`config.mk`:
```
export PLATFORM = sky130hd
export DESIGN_NAME = uart_rx_param
export DESIGN_NICKNAME = d
export VERILOG_FILES = /design/src/rtl/uart_pkg.sv /design/src/rtl/uart_baud_tick.sv /design/src/rtl/uart_rx_param.sv
export SDC_FILE = /design/constraint.sdc
export NUM_CORES = 1
export LEC_CHECK = 0
export CAP_MARGIN = 20
export CORE_MARGIN = 2
export CORE_UTILIZATION = 36
export CTS_CLUSTER_DIAMETER = 150
export DETAILED_ROUTE_END_ITERATION = 7
export GPL_ROUTABILITY_DRIVEN = 0
export SETUP_SLACK_MARGIN = 0.4
export SYNTH_ARGS = -nofsm -noshare
export SYNTH_HDL_FRONTEND = slang
export SYNTH_SLANG_ARGS = --single-unit
```
`constraint.sdc`:
```
create_clock -name clk -period 3.41 [get_ports clk]
set_input_delay 0.682 -clock clk [delete_from_list [all_inputs] [get_ports clk]]
set_output_delay 0.682 -clock clk [all_outputs]
set_load 0.005 [all_outputs]
```
`src/rtl/uart_pkg.sv`:
```
// Shared definitions for the parametrised UART blocks: parity modes, receiver
// state encoding, baud divisor computation and parameter legality checks.
package uart_pkg;

  localparam int unsigned PAR_NONE = 0;
  localparam int unsigned PAR_ODD  = 1;
  localparam int unsigned PAR_EVEN = 2;

  typedef enum logic [2:0] {
    StIdle,
    StStart,
    StData,
    StParity,
    StStop
  } rx_state_e;

  // Rounded clocks per oversample tick; 0 flags an unusable configuration.
  function automatic int unsigned calc_div(input int unsigned clk_hz, input int unsigned baud,
                                           input int unsigned os);
    longint unsigned den;
    longint unsigned num;
    den = longint'(baud) * longint'(os);
    if (den == 0) return 0;
    num = longint'(clk_hz) + den / 2;
    return int'(num / den);
  endfunction

  function automatic bit data_bits_ok(input int unsigned n);
    return (n >= 5) && (n <= 9);
  endfunction

  function automatic bit stop_bits_ok(input int unsigned n);
    return (n == 1) || (n == 2);
  endfunction

  function automatic bit oversample_ok(input int unsigned n);
    return (n >= 8) && ((n % 2) == 0);
  endfunction

  function automatic bit parity_ok(input int unsigned p);
    return p <= PAR_EVEN;
  endfunction

endpackage

```
`src/rtl/uart_baud_tick.sv`:
```
// Free-running divide-by-Div counter producing a one-clock tick; a synchronous
// clear realigns it so the next tick lands exactly Div clocks later.
module uart_baud_tick
  import uart_pkg::*;
#(
  parameter int unsigned Div = 1
) (
  input  logic clk,
  input  logic rst_n,
  input  logic clr_i,
  output logic tick_o
);

  localparam int unsigned CntW = (Div > 1) ? $clog2(Div) : 1;
  localparam logic [CntW-1:0] CntMax = CntW'(Div - 1);

  logic [CntW-1:0] cnt_q;

  always_ff @(posedge clk or negedge rst_n) begin
    if (!rst_n) begin
      cnt_q <= '0;
    end else if (clr_i || (cnt_q == CntMax)) begin
      cnt_q <= '0;
    end else begin
      cnt_q <= cnt_q + 1'b1;
    end
  end

  assign tick_o = (cnt_q == CntMax) && !clr_i;

endmodule

```
`src/rtl/uart_rx_param.sv`:
```
// Parametrised UART receiver: 2-FF synchroniser, oversampled 3-sample majority
// vote, false-start rejection, parity/framing/overrun flags, ready/valid output.
module uart_rx_param
  import uart_pkg::*;
#(
  parameter int unsigned CLK_HZ     = 50000000,
  parameter int unsigned BAUD       = 115200,
  parameter int unsigned OVERSAMPLE = 16,
  parameter int unsigned DATA_BITS  = 8,
  parameter int unsigned PARITY     = 0,
  parameter int unsigned STOP_BITS  = 1
) (
  input  logic                 clk,
  input  logic                 rst_n,
  input  logic                 rxd_i,
  output logic [DATA_BITS-1:0] rx_data_o,
  output logic                 rx_valid_o,
  input  logic                 rx_ready_i,
  output logic                 parity_err_o,
  output logic                 frame_err_o,
  output logic                 overrun_o,
  output logic                 busy_o
);

  localparam int unsigned Div   = calc_div(CLK_HZ, BAUD, OVERSAMPLE);
  localparam int unsigned Mid   = OVERSAMPLE / 2;
  localparam int unsigned ScntW = $clog2(OVERSAMPLE);
  localparam int unsigned BidxW = $clog2(DATA_BITS);

  localparam logic [ScntW-1:0] ScntMidM1 = ScntW'(Mid - 1);
  localparam logic [ScntW-1:0] ScntMid   = ScntW'(Mid);
  localparam logic [ScntW-1:0] ScntMidP1 = ScntW'(Mid + 1);
  localparam logic [ScntW-1:0] ScntLast  = ScntW'(OVERSAMPLE - 1);
  localparam logic [BidxW-1:0] DataLast  = BidxW'(DATA_BITS - 1);
  localparam logic [BidxW-1:0] StopLast  = BidxW'(STOP_BITS - 1);

  if (Div < 1) begin : g_err_div
    $error("uart_rx_param: CLK_HZ/(BAUD*OVERSAMPLE) rounds below 1");
  end
  if (!data_bits_ok(DATA_BITS)) begin : g_err_data
    $error("uart_rx_param: DATA_BITS must be 5..9");
  end
  if (!stop_bits_ok(STOP_BITS)) begin : g_err_stop
    $error("uart_rx_param: STOP_BITS must be 1 or 2");
  end
  if (!oversample_ok(OVERSAMPLE)) begin : g_err_os
    $error("uart_rx_param: OVERSAMPLE must be even and >= 8");
  end
  if (!parity_ok(PARITY)) begin : g_err_par
    $error("uart_rx_param: PARITY must be 0, 1 or 2");
  end

  // [0],[1] synchroniser stages, [2] previous synchronised value for edge detect.
  logic [2:0] sync_q;
  logic       rxs;
  logic       fall;

  always_ff @(posedge clk or negedge rst_n) begin
    if (!rst_n) begin
      sync_q <= 3'b111;
    end else begin
      sync_q <= {sync_q[1:0], rxd_i};
    end
  end

  assign rxs  = sync_q[1];
  assign fall = sync_q[2] & ~sync_q[1];

  rx_state_e            state_q;
  logic [ScntW-1:0]     scnt_q;
  logic [BidxW-1:0]     bidx_q;
  logic [DATA_BITS-1:0] shift_q;
  logic [1:0]           samp_q;
  logic                 perr_pend_q;
  logic                 ferr_pend_q;
  logic                 done_q;
  logic [DATA_BITS-1:0] rx_data_q;
  logic                 rx_valid_q;
  logic                 perr_q;
  logic                 ferr_q;
  logic                 overrun_q;
  logic                 busy_q;

  logic start_det;
  logic tick;
  logic vote;
  logic is_vote;
  logic is_end;
  logic par_exp;

  assign start_det = (state_q == StIdle) && fall;

  uart_baud_tick #(
    .Div (Div)
  ) u_baud_tick (
    .clk    (clk),
    .rst_n  (rst_n),
    .clr_i  (start_det),
    .tick_o (tick)
  );

  always_comb begin
    vote    = (samp_q[0] & samp_q[1]) | (samp_q[0] & rxs) | (samp_q[1] & rxs);
    is_vote = tick && (scnt_q == ScntMidP1);
    is_end  = tick && (scnt_q == ScntLast);
    par_exp = (PARITY == PAR_ODD) ? ~(^shift_q) : (^shift_q);
  end

  always_ff @(posedge clk or negedge rst_n) begin
    if (!rst_n) begin
      state_q     <= StIdle;
      scnt_q      <= '0;
      bidx_q      <= '0;
      shift_q     <= '0;
      samp_q      <= 2'b11;
      perr_pend_q <= 1'b0;
      ferr_pend_q <= 1'b0;
      done_q      <= 1'b0;
      rx_data_q   <= '0;
      rx_valid_q  <= 1'b0;
      perr_q      <= 1'b0;
      ferr_q      <= 1'b0;
      overrun_q   <= 1'b0;
      busy_q      <= 1'b0;
    end else begin
      overrun_q <= 1'b0;
      done_q    <= 1'b0;

      // A completing frame may replace data being accepted in the same cycle.
      if (done_q) begin
        if (!rx_valid_q || rx_ready_i) begin
          rx_data_q  <= shift_q;
          perr_q     <= perr_pend_q;
          ferr_q     <= ferr_pend_q;
          rx_valid_q <= 1'b1;
        end else begin
          overrun_q <= 1'b1;
        end
      end else if (rx_valid_q && rx_ready_i) begin
        rx_valid_q <= 1'b0;
      end

      if (tick) begin
        scnt_q <= (scnt_q == ScntLast) ? '0 : scnt_q + 1'b1;
        if (scnt_q == ScntMidM1) samp_q[0] <= rxs;
        if (scnt_q == ScntMid)   samp_q[1] <= rxs;
      end

      unique case (state_q)
        StIdle: begin
          if (fall) begin
            state_q     <= StStart;
            scnt_q      <= '0;
            bidx_q      <= '0;
            perr_pend_q <= 1'b0;
            ferr_pend_q <= 1'b0;
            busy_q      <= 1'b1;
          end
        end
        StStart: begin
          if (is_vote && vote) begin
            state_q <= StIdle;
            busy_q  <= 1'b0;
          end else if (is_end) begin
            state_q <= StData;
            bidx_q  <= '0;
          end
        end
        StData: begin
          if (is_vote) shift_q <= {vote, shift_q[DATA_BITS-1:1]};
          if (is_end) begin
            if (bidx_q == DataLast) begin
              bidx_q  <= '0;
              state_q <= (PARITY != PAR_NONE) ? StParity : StStop;
            end else begin
              bidx_q <= bidx_q + 1'b1;
            end
          end
        end
        StParity: begin
          if (is_vote) perr_pend_q <= vote ^ par_exp;
          if (is_end) begin
            state_q <= StStop;
            bidx_q  <= '0;
          end
        end
        StStop: begin
          // Finish on the last stop vote so skewed back-to-back frames still align.
          if (is_vote) begin
            if (!vote) ferr_pend_q <= 1'b1;
            if (bidx_q == StopLast) begin
              state_q <= StIdle;
              busy_q  <= 1'b0;
              done_q  <= 1'b1;
            end
          end else if (is_end) begin
            bidx_q <= bidx_q + 1'b1;
          end
        end
        default: begin
          state_q <= StIdle;
          busy_q  <= 1'b0;
        end
      endcase
    end
  end

  assign rx_data_o    = rx_data_q;
  assign rx_valid_o   = rx_valid_q;
  assign parity_err_o = perr_q;
  assign frame_err_o  = ferr_q;
  assign overrun_o    = overrun_q;
  assign busy_o       = busy_q;

endmodule

```
### Word level (Yosys, flattened, before mapping)

Index checks and enable logic that the tools add are counted.

* bits in registers: 44
* input port bits: 4
* output and inout bits: 13
* logic and storage cells: 122

* add/subtract/negate cells: 3
* eq/ne operators: 24
* muxes and demuxes: 41
* bitwise gates (word level): 9
* reduce and logical (&&, ||, !) cells: 28

Operators by type and width (number)
* 2-to-1 mux 3 bit: 15
* case mux 3 bit (5 select lines): 2
* != test 2 bit (second input constant): 12
* 2-to-1 mux 1 bit: 16
* 2-to-1 mux 4 bit: 4
* equality test 4 bit (second input constant): 3
* AND reduction 2 bit: 5
* parity 8 bit: 1
* AND reduction 7 bit: 1
* equality test 3 x 2 -> 1 bit (second input constant): 2
* equality test 3 bit (second input constant): 2
* logical AND 1 bit: 6
* logical NOT 3 bit: 2
* AND reduction 6 bit: 1
* nonzero test 2 bit: 3
* adder 5 x 1 -> 5 bit (second input constant): 1
* equality test 5 bit (second input constant): 1
* 2-to-1 mux 5 bit: 1
* AND reduction 5 bit: 1
* nonzero test 5 bit: 1
* adder 4 x 1 -> 4 bit (second input constant): 1
* AND 1 bit: 4
* equality test 4 x 3 -> 1 bit (second input constant): 1
* case mux 1 bit (2 select lines): 2
* 13 further kinds: 17

### Logic depth before layout (Yosys ltp)

Gate-level depths: netlist (run 1).

* word-level depth: 9
* gate-level depth with buffers: 7
* depth with buffers taken out: 7

### By module

From an unflattened synthesis (run 1), not the netlist that was laid out.

* cell total of the unflattened synthesis: 164
* area, all modules: 2063.2 um^2

By module, submodules not included
* uart_rx_param: times used 1, cells each 141, area an instance 1788.0 um^2, sequential area each 982.2 um^2
* uart_baud_tick: times used 1, cells each 23, area an instance 275.3 um^2, sequential area each 125.1 um^2

### Worst setup path after synthesis (run 1)

OpenSTA, ideal clock, no wires.

* path kind: register to register
* start: reg u_baud_tick.cnt_q[0]
* end: reg shift_q[0]
* library setup time: 0.125 ns
* arrival time: 1.795 ns
* data required time: 3.285 ns
* slack: 1.491 ns
* cell stages (with the launch flop): 7
* buffers on the path: 0
* clock period less this slack: 1.919 ns
* cell sequence: dfrtp_1 inv_1 ha_1 nand4b_4 nor3_4 nor3b_4 mux2_2

* cells in the longest elaborated chain, start to end: 4

Ends and longest elaborated chain
* from (decl): line uart_baud_tick.sv:17 `logic [CntW-1:0] cnt_q;`
* from (signal assigned): line uart_baud_tick.sv:25 `cnt_q <= cnt_q + 1'b1;`
* equality test 5 bit: line uart_baud_tick.sv:29 `assign tick_o = (cnt_q == CntMax) && !clr_i;`
* logical AND 1 bit: line uart_baud_tick.sv:29
* logical AND 1 bit: line uart_rx_param.sv:104 `is_vote = tick && (scnt_q == ScntMidP1);`
* AND reduction 2 bit (no line)
* to (signal assigned): line uart_rx_param.sv:170 `if (is_vote) shift_q <= {vote, shift_q[DATA_BITS-1:1]};`
* to (decl): line uart_rx_param.sv:72 `logic [DATA_BITS-1:0] shift_q;`

No other way between the ends.
A chain may end at the register's enable or synchronous reset.

### Worst setup path after layout (run 1)

* start: reg u_baud_tick.cnt_q[0]
* end: reg shift_q[7]

The elaborated chain is that of the path after synthesis.

==> results of run 1 <==
-- worst max-delay path, stage by stage, from the launching register on --
cell	delay, ps
dfrtp_1	410
inv_1	70
ha_1	200
nand4b_4	190
nor3_4	320
nor3b_4	480
mux2_2	390
-- layout by cell type, fill, tap and decap left out, drive strengths merged, types with 2 or more instances in the layout --
cell type	netlist	layout
clkbuf	3	6
o21ai	6	6
inv	6	6
clkdlybuf4s50	0	15
ha	8	8
nand2b	5	5
nand3	10	10
nand3b	5	5
nor3	3	3
dfrtp	39	39
xor2	4	4
nor3b	2	2
o31ai	2	2
mux2i	2	2
xnor2	9	9
a21oi	7	7
nand2	12	12
nor2	16	16
dfstp	5	5
nor2b	2	2
mux2	21	21
-- where the power goes --
group | switching [mW] | total, mW | internal (mW) | leakage (nW)
Combinational | 0.0751 | 0.152 | 0.0773 | 0.460
Clock | 0.177 | 0.395 | 0.217 | 0.0552
Sequential | 0.0554 | 0.624 | 0.568 | 0.581
-- flip-flops by register name, summed over array words and instances (netlist names), 2 cells and up --
| name | cells |
|---|---|
| bidx_q | 3 |
| rx_data_o | 8 |
| samp_q | 2 |
| scnt_q | 4 |
| shift_q | 8 |
| state_q | 3 |
| sync_q | 3 |
| u_baud_tick.cnt_q | 5 |
-- metal layers --
metal,GRT usage,part of all wire,up-vias
met5,0,0,-
met4,0.04655,0.017,0
met3,0.04072,0.028,5
met2,0.1686,0.44,14
met1,0.1682,0.51,634
li1,-,-,633
-- logic make-up after synthesis --
family,Yosys count
adders and majority gates,9
DFF,44
and+or+nand+nor,58
xor gates and xnor gates,13
muxes,23
AOI/OAI and AO/OA,17
buffers and inverters,9
-- final cells by class --
type / instances / area (µm²) / area share
Sequential cell: 44 / 1107 / 0.4636
Multi-Input combinational cell: 120 / 905.9 / 0.3793
Timing Repair Buffer: 16 / 155.1 / 0.06496
Tap cell: 72 / 90.09 / 0.03772
Clock buffer: 6 / 72.57 / 0.03038
Clock inverter: 2 / 35.03 / 0.01467
Inverter: 6 / 22.52 / 0.009429
-- worst max path at each step --
stage,startpoint,end,slack (ps),depth (start not counted)
floorplan,u_baud_tick.cnt_q[0]$_DFF_PN0_,shift_q[0]$_DFFE_PN0P_,1490,6
global placement,rx_ready_i,rx_data_o[4]$_DFFE_PN0P_,1300,4
detailed placement,u_baud_tick.cnt_q[0]$_DFF_PN0_,shift_q[7]$_DFFE_PN0P_,1260,6
CTS,u_baud_tick.cnt_q[0]$_DFF_PN0_,shift_q[7]$_DFFE_PN0P_,1230,6
global route,u_baud_tick.cnt_q[0]$_DFF_PN0_,shift_q[7]$_DFFE_PN0P_,1050,6
finish,u_baud_tick.cnt_q[0]$_DFF_PN0_,shift_q[7]$_DFFE_PN0P_,1240,6
==> flow_summary_export.csv, run 1 <==
group,metric,value,unit
cells_and_area,stdcell_count,266,
floorplanning,design.die.area,6305,µm²
cells_and_area,final.fill_count,521,
cells_and_area,drive_gt1_frac,0.1959,
power_and_ir_drop,p_leak,1.096,nW
clock_tree,clock_tree.buffer_depth,2,
synth,synthCells,173,
global_route,grt_pass1_vias,1204,
power_and_ir_drop,powerDensity,490.2,nW/µm²
route,vias_per_cell,4.835,
placed_design,port_buffers,16,
sta,slew_viol_final,0,
sta,timing.hold.ws,358.2,ps
hold_path,hold_path_end,"sync_q[1]$_DFF_PN1_",
synth,ys_dominant_reg_cell,"dfrtp_1",
synth,synthesis.nets,185,
global_route,grt_start_max_net_pins,45,
synth,synthSimpleGateAreaFrac,0.1614,
worst_setup_path,startpoint_type,"register",
worst_setup_path,arrival,2360,ps
hold_path,hold_start,"sync_q[0]$_DFF_PN1_",
floorplanning,rows,27,
power_and_ir_drop,ir_drop,0.0001915,V
clock_tree,htree_levels,2,
route,antenna_left,0,
clock_tree,cts_root_buf,"clkbuf_8",
synth,synth_area_leaders,"dfrtp_1 48%, mux2_2 12%, dfstp_2 6.4%",
synth,synth_seq_area_share,0.5410,
global_route,grt-ovfl-total,0,
clock_tree,cts_resized,0,
sta,clock-skew-final,5.117,ps
worst_setup_path,critical_path_class,"reg2reg",
worst_setup_path,crit_required,3590,ps
clock_tree,insertion_delay,300,ps
floorplanning,die_w,79.41,µm
cells_and_area,diodes,0,
synth,synth_edf_count,0,
sta,fin_crit_sh,0.6371,
synth,synth_most_common_cell,"dfrtp_1",
global_route,antenna_found_initial,0,
route,drt-pass1-iter-count,4,
clock_tree,cts_tree,"yes",
clock_tree,cts_buffers,5,
worst_setup_path,rr_endpoint,"shift_q[7]$_DFFE_PN0P_",
hold_path,hp-class,"reg2reg",
worst_setup_path,end_kind,"register",
synth,synth_warnings,0,
sta,max_clock_freq,0.4603,GHz
clock_tree,cts.reportedPaths.clkPinSlew,80,ps
synth,synth_top_family_by_area,"simple AND/OR/NAND/NOR gates",
floorplanning,placeableCoreArea,5507,µm²
synth,netlist-cell-type-count,28,
synth,synth-compound-area-share,0.04645,
synth,synthAdderAreaFrac,0.05379,
clock_tree,cts_hold_buf,0,
worst_setup_path,worstPathMaxFanout,8,
route,drt_iter0_drc,59,
synth,yosysTopAreaCellShare,0.4768,
placed_design,dp_slack,1259,ps
cells_and_area,finalNetCount,205,
synth,synth.cell_area,2047,µm²
floorplanning,die_h,79.41,µm
sta,tightest_slew,942.0,ps
sta,setup_viol,0,
cells_and_area,syn_to_final_growth,16.69,%
placed_design,post-dp-hpwl,2293,µm
cells_and_area,final_cell_area,2389,µm²
floorplanning,io_pins,17,
route,drcViolationCount,0,
clock_tree,clkSinkCount,44,
global_route,grt.total_usage,0.1195,
route,vias,1286,
synth,synth-seq-cells,44,
synth,yosys.area.top_type,"dfrtp_1",
sta,fin_crit,2172,ps
placed_design,dp_cells,258,
placed_design,post_dp_cell_area,2281,µm²
sta,final.setup.tns,0,ps
cells_and_area,final_util,0.4338,
sta,finalWorstSetupSlack,1238,ps
floorplanning,initial_core_util,0.3717,
hold_path,min_path_cells,0,
status,status,"finished clean",
route,wl_per_cell,12.58,µm
sta,hold_viol,0,
sta,relSlewSlack,0.3720,
synth,synth_area_per_cell,11.83,µm²
clock_tree,postCtsSetupBuffers,0,
worst_setup_path,reg2reg_from,"u_baud_tick.cnt_q[0]$_DFF_PN0_",
worst_setup_path,r2r_setup_slack,1240,ps
route,wl,3346,µm
synth,synth_top_cells_by_count,"39 x dfrtp_1, 21 x mux2_2, 16 x nor2_1, 12 x nand2_1, 10 x nand3_1",
worst_setup_path,ff2ff_path_depth,6,
global_route,grt_pass1_wl,5802,µm
synth,synth-async-reset-ratio,1.000,
synth,synth_mux_area_frac,0.1253,
power_and_ir_drop,total_power,1.171,mW
synth,synth-xor-area-share,0.05562,
run,max_cap_viol_count,0,
sta,rsz0062_at_grt,"false",
Note: power is estimated with default switching activity, not from simulation.
==> run 2: changes to the inputs <==
- clock period: 3.41 -> 1.8 ns (I/O delays scaled with it)
==> flow_summary_export.csv, run 2 (synthesis results as in run 1) <==
group,metric,value,unit
global_route,grt_start_max_net_pins,45,
sta,slew_viol_final,0,
floorplanning,io_pins,17,
global_route,grt_pass1_vias,1384,
hold_path,hp-class,"in2async",
worst_setup_path,startpoint_type,"register",
clock_tree,insertion_delay,290,ps
route,drt-pass1-iter-count,4,
worst_setup_path,reg2reg_from,"u_baud_tick.cnt_q[0]$_DFF_PN0_",
route,vias,1404,
floorplanning,die_w,79.41,µm
worst_setup_path,critical_path_class,"reg2reg",
route,vias_per_cell,4.792,
sta,fin_crit,1671,ps
worst_setup_path,r2r_setup_slack,130,ps
global_route,grt-ovfl-total,0,
clock_tree,cts.reportedPaths.clkPinSlew,90,ps
cells_and_area,drive_gt1_frac,0.3846,
worst_setup_path,worstPathMaxFanout,8,
worst_setup_path,arrival,1860,ps
sta,hold_viol,0,
sta,max_clock_freq,0.5985,GHz
power_and_ir_drop,p_leak,1.327,nW
cells_and_area,final_cell_mix,"39 x dfrtp_1, 23 x buf_4, 19 x mux2_2, 13 x nor2_1, 13 x dlygate4sd2_1",
floorplanning,placeableCoreArea,5507,µm²
cells_and_area,layout.cells.most_common,"dfrtp_1",
global_route,grt.total_usage,0.1351,
clock_tree,clkSinkCount,44,
sta,rsz0062_at_grt,"true",
worst_setup_path,crit_required,1990,ps
worst_setup_path,worstSetupStartpoint,"u_baud_tick.cnt_q[0]$_DFF_PN0_",
sta,fin_crit_sh,0.9282,
placed_design,post_dp_cell_area,2420,µm²
worst_setup_path,ff2ff_path_depth,7,
route,antenna_left,0,
floorplanning,die_h,79.41,µm
run,max_cap_viol_count,0,
clock_tree,clock_tree.buffer_depth,2,
sta,setup_viol,0,
power_and_ir_drop,powerDensity,886.0,nW/µm²
cells_and_area,diodes,0,
global_route,grt_pass1_wl,6630,µm
sta,finalWorstSetupSlack,129.2,ps
placed_design,post-dp-hpwl,2485,µm
route,drt_iter0_drc,51,
floorplanning,design.die.area,6305,µm²
status,status,"finished clean",
placed_design,port_buffers,16,
cells_and_area,syn_to_final_growth,34.54,%
cells_and_area,final_cell_area,2754,µm²
clock_tree,cts_root_buf,"clkbuf_8",
power_and_ir_drop,ir_drop,0.0007217,V
floorplanning,rows,27,
placed_design,dp_slack,66.72,ps
worst_setup_path,rr_endpoint,"shift_q[7]$_DFFE_PN0P_",
floorplanning,initial_core_util,0.3717,
worst_setup_path,end_kind,"register",
route,drcViolationCount,0,
sta,tightest_slew,574.4,ps
cells_and_area,finalNetCount,232,
global_route,antenna_found_initial,0,
cells_and_area,final.fill_count,499,
clock_tree,htree_levels,2,
power_and_ir_drop,total_power,2.440,mW
route,wl,3850,µm
route,wl_per_cell,13.14,µm
clock_tree,cts_buffers,5,
sta,relSlewSlack,0.6171,
sta,clock-skew-final,7.178,ps
clock_tree,cts_tree,"yes",
==> run 2: cell count changes in the layout (fill, tap and decap cells not counted), moves of 3 or more <==
cell,delta
clkdlybuf4s50_1,-13
nor2_1,-3
nand2_1,-3
dlygate4sd2_1,+13
o21ai_1,+5
nand2_2,+3
buf_4,+23
o21ai_0,-5
ha_1,-3
==> run 2: stage by stage <==
stage | setup TNS, ps | hold slack [ps] | utilization | std cells
final | 0 | 134.7 | 0.5001 | 293
after global routing | 0 | 185.8 | 0.5001 | 293
after CTS | 0 | 153.5 | 0.4897 | 289
after detailed placement | 0 | 347.2 | 0.4394 | 272
after global placement | 0 | 346.3 | 0.4394 | 272
after floorplan | -513.1 | 64.41 | - | 173
==> run 2: worst max path at each step <==
stage | endpoint | cells past startpoint
5_1_grt | shift_q[5]$_DFFE_PN0P_ | 7
2_1_floorplan | shift_q[0]$_DFFE_PN0P_ | 6
3_3_place_gp | shift_q[0]$_DFFE_PN0P_ | 7
3_5_place_dp | shift_q[0]$_DFFE_PN0P_ | 7
4_1_cts | shift_q[0]$_DFFE_PN0P_ | 7
6_report | shift_q[7]$_DFFE_PN0P_ | 7
==> run 2: area by class of cell <==
class,instances,area (µm²),share of cell area
Clock buffer,6,82.58,0.02999
Clock inverter,2,38.79,0.01408
Inverter,6,22.52,0.008178
Multi-Input combinational cell,120,1039,0.3771
Sequential cell,44,1107,0.4021
Tap cell,72,90.09,0.03271
Timing Repair Buffer,43,374.1,0.1358
==> run 2: worst max-delay path, cell delays in order (launching register included) <==
cell and delay [ps]:
dfrtp_1 390, inv_2 70, ha_4 130, nand4b_4 110, nor3_4 140, nor3b_4 240
buf_12 150, mux2_2 320
==> run 2: repair_timing <==
item	CTS	global route
pin swaps	10	1
gates resized for setup	37	8
hold buffers	0	0
endpoints found under the setup margin	38	30
setup buffers	9	4
==> run 2: routing by layer <==
metal / track usage / vias up / wire length [µm]
met3: 0.03394 / 4 / 89
met4: 0.04138 / 0 / 38
met2: 0.2034 / 18 / 1810
met5: 0 / - / 0
li1: - / 690 / -
met1: 0.1923 / 692 / 1911
==> run 2: where the power goes <==
group          switching (mW)  total (mW)  internal (mW)  leakage (nW)
Combinational           0.225       0.478          0.252         0.685
Sequential             0.0844        1.16           1.08         0.581
Clock                   0.347       0.802          0.454        0.0614
==> run 3: changes to the inputs <==
==> constraint.sdc (replaced) <==
create_clock -name clk -period 1.8 [get_ports clk]
set_input_delay 0.45 -clock clk [delete_from_list [all_inputs] [get_ports clk]]
set_output_delay 0.45 -clock clk [all_outputs]
set_load 0.005 [all_outputs]
==> flow_summary_export.csv, run 3 (synthesis results as in run 1) <==
group,metric,value,unit
status,status,"finished clean",
clock_tree,htree_levels,2,
route,drcViolationCount,0,
clock_tree,cts.reportedPaths.clkPinSlew,90,ps
clock_tree,clock_tree.buffer_depth,2,
clock_tree,insertion_delay,300,ps
floorplanning,design.die.area,6305,µm²
route,antenna_left,0,
sta,max_clock_freq,0.5789,GHz
global_route,grt-ovfl-total,0,
worst_setup_path,critical_path_class,"reg2reg",
clock_tree,clkSinkCount,44,
sta,rsz0062_at_grt,"true",
sta,tightest_slew,257.6,ps
route,wl_per_cell,13.15,µm
run,max_cap_viol_count,0,
cells_and_area,stdcell_count,287,
worst_setup_path,ff2ff_path_depth,7,
worst_setup_path,reg2reg_from,"u_baud_tick.cnt_q[0]$_DFF_PN0_",
worst_setup_path,arrival,1920,ps
cells_and_area,finalNetCount,226,
global_route,grt_pass1_vias,1366,
route,vias,1394,
floorplanning,io_pins,17,
floorplanning,initial_core_util,0.3717,
worst_setup_path,end_kind,"register",
clock_tree,cts_buffers,5,
sta,fin_crit_sh,0.9596,
floorplanning,die_w,79.41,µm
clock_tree,cts_tree,"yes",
placed_design,port_buffers,16,
sta,setup_viol,0,
floorplanning,rows,27,
power_and_ir_drop,p_leak,1.254,nW
floorplanning,placeableCoreArea,5507,µm²
cells_and_area,final_util,0.4931,
cells_and_area,final_cell_area,2715,µm²
global_route,grt_pass1_wl,6354,µm
power_and_ir_drop,ir_drop,0.0005749,V
route,drt-pass1-iter-count,4,
power_and_ir_drop,powerDensity,905.3,nW/µm²
global_route,grt_start_max_net_pins,45,
worst_setup_path,startpoint_type,"register",
sta,slew_viol_final,0,
route,drt_iter0_drc,84,
floorplanning,die_h,79.41,µm
cells_and_area,layout.cells.most_common,"dfrtp_1",
placed_design,post-dp-hpwl,2480,µm
sta,fin_crit,1727,ps
route,wl,3774,µm
cells_and_area,drive_gt1_frac,0.3767,
worst_setup_path,r2r_setup_slack,70,ps
cells_and_area,diodes,0,
worst_setup_path,rr_endpoint,"shift_q[4]$_DFFE_PN0P_",
worst_setup_path,worstPathMaxFanout,8,
placed_design,dp_cells,270,
hold_path,hp-class,"in2async",
worst_setup_path,crit_required,1990,ps
sta,relSlewSlack,0.8282,
global_route,antenna_found_initial,0,
sta,hold_viol,0,
clock_tree,cts_root_buf,"clkbuf_8",
global_route,grt.total_usage,0.1304,
route,vias_per_cell,4.857,
sta,clock-skew-final,8.227,ps
cells_and_area,syn_to_final_growth,32.64,%
cells_and_area,final_cell_mix,"39 x dfrtp_1, 20 x mux2_2, 14 x buf_4, 11 x clkdlybuf4s15_1, 10 x nand3_1",
power_and_ir_drop,total_power,2.458,mW
placed_design,post_dp_cell_area,2417,µm²
[run 3: changes by cell type in the layout (fill, tap and decap cells not counted), sizes merged]
cell,change
buf,-6
clkbuf,+2
clkdlybuf4s15,+11
dlygate4sd2,-13
[run 3: worst max path at each step]
stage	startpoint	slack, ps	to
finish	u_baud_tick.cnt_q[0]$_DFF_PN0_	70	shift_q[4]$_DFFE_PN0P_
CTS	u_baud_tick.cnt_q[0]$_DFF_PN0_	60	shift_q[0]$_DFFE_PN0P_
global route	u_baud_tick.cnt_q[0]$_DFF_PN0_	-60	shift_q[1]$_DFFE_PN0P_
global placement	rx_ready_i	80	rx_data_o[5]$_DFFE_PN0P_
detailed placement	rx_ready_i	40	rx_data_o[1]$_DFFE_PN0P_
floorplan	u_baud_tick.cnt_q[0]$_DFF_PN0_	-60	shift_q[0]$_DFFE_PN0P_
[run 3: cell type report]
cell class / instances / area [µm²]
fillers: 504 / 2791
flip-flops and latches: 44 / 1107
multi-input cells: 120 / 1018
repair buffers: 37 / 355.3
well taps: 72 / 90.09
clock buffers: 6 / 82.58
clock inverters: 2 / 38.79
inverters: 6 / 22.52
[run 3: power breakdown]
group | switching [mW] | internal, mW
Sequential | 0.0788 | 1.08
Combinational | 0.232 | 0.266
Clock | 0.351 | 0.454
Total | 0.662 | 1.80
[run 3: layer usage]
layer	up-vias	part of all wire	routed length, µm	global-route usage
met3	6	0.030	114	0.03394
met4	0	0.016	62	0.05172
met2	23	0.47	1761	0.1992
met1	688	0.49	1835	0.1771
met5	-	0	0	0
li1	677	-	-	-
[run 3: critical path: stages (launching register included)]
cell	delay, ps
dfrtp_1	380
inv_1	60
ha_2	190
nand4b_4	130
nor3_4	140
nor3b_4	240
buf_12	150
mux2_2	330
[run 3: metrics by stage]
stage                     TNS [ps]  hold slack, ps  setup WS [ps]
after detailed placement         0           347.3          37.55
after CTS                        0           120.0          64.19
final                            0           105.0          72.69
after global routing        -400.6           124.5         -59.87
after global placement           0           346.3          76.81
after floorplan             -513.1           154.4         -64.14
[run 3: timing repair]
| item | CTS | global route |
|---|---|---|
| setup buffers | 5 | 4 |
| pin swaps | 2 | 6 |
| hold buffers | 0 | 0 |
| resized for setup | 31 | 29 |
| setup endpoints to repair | 46 | 32 |
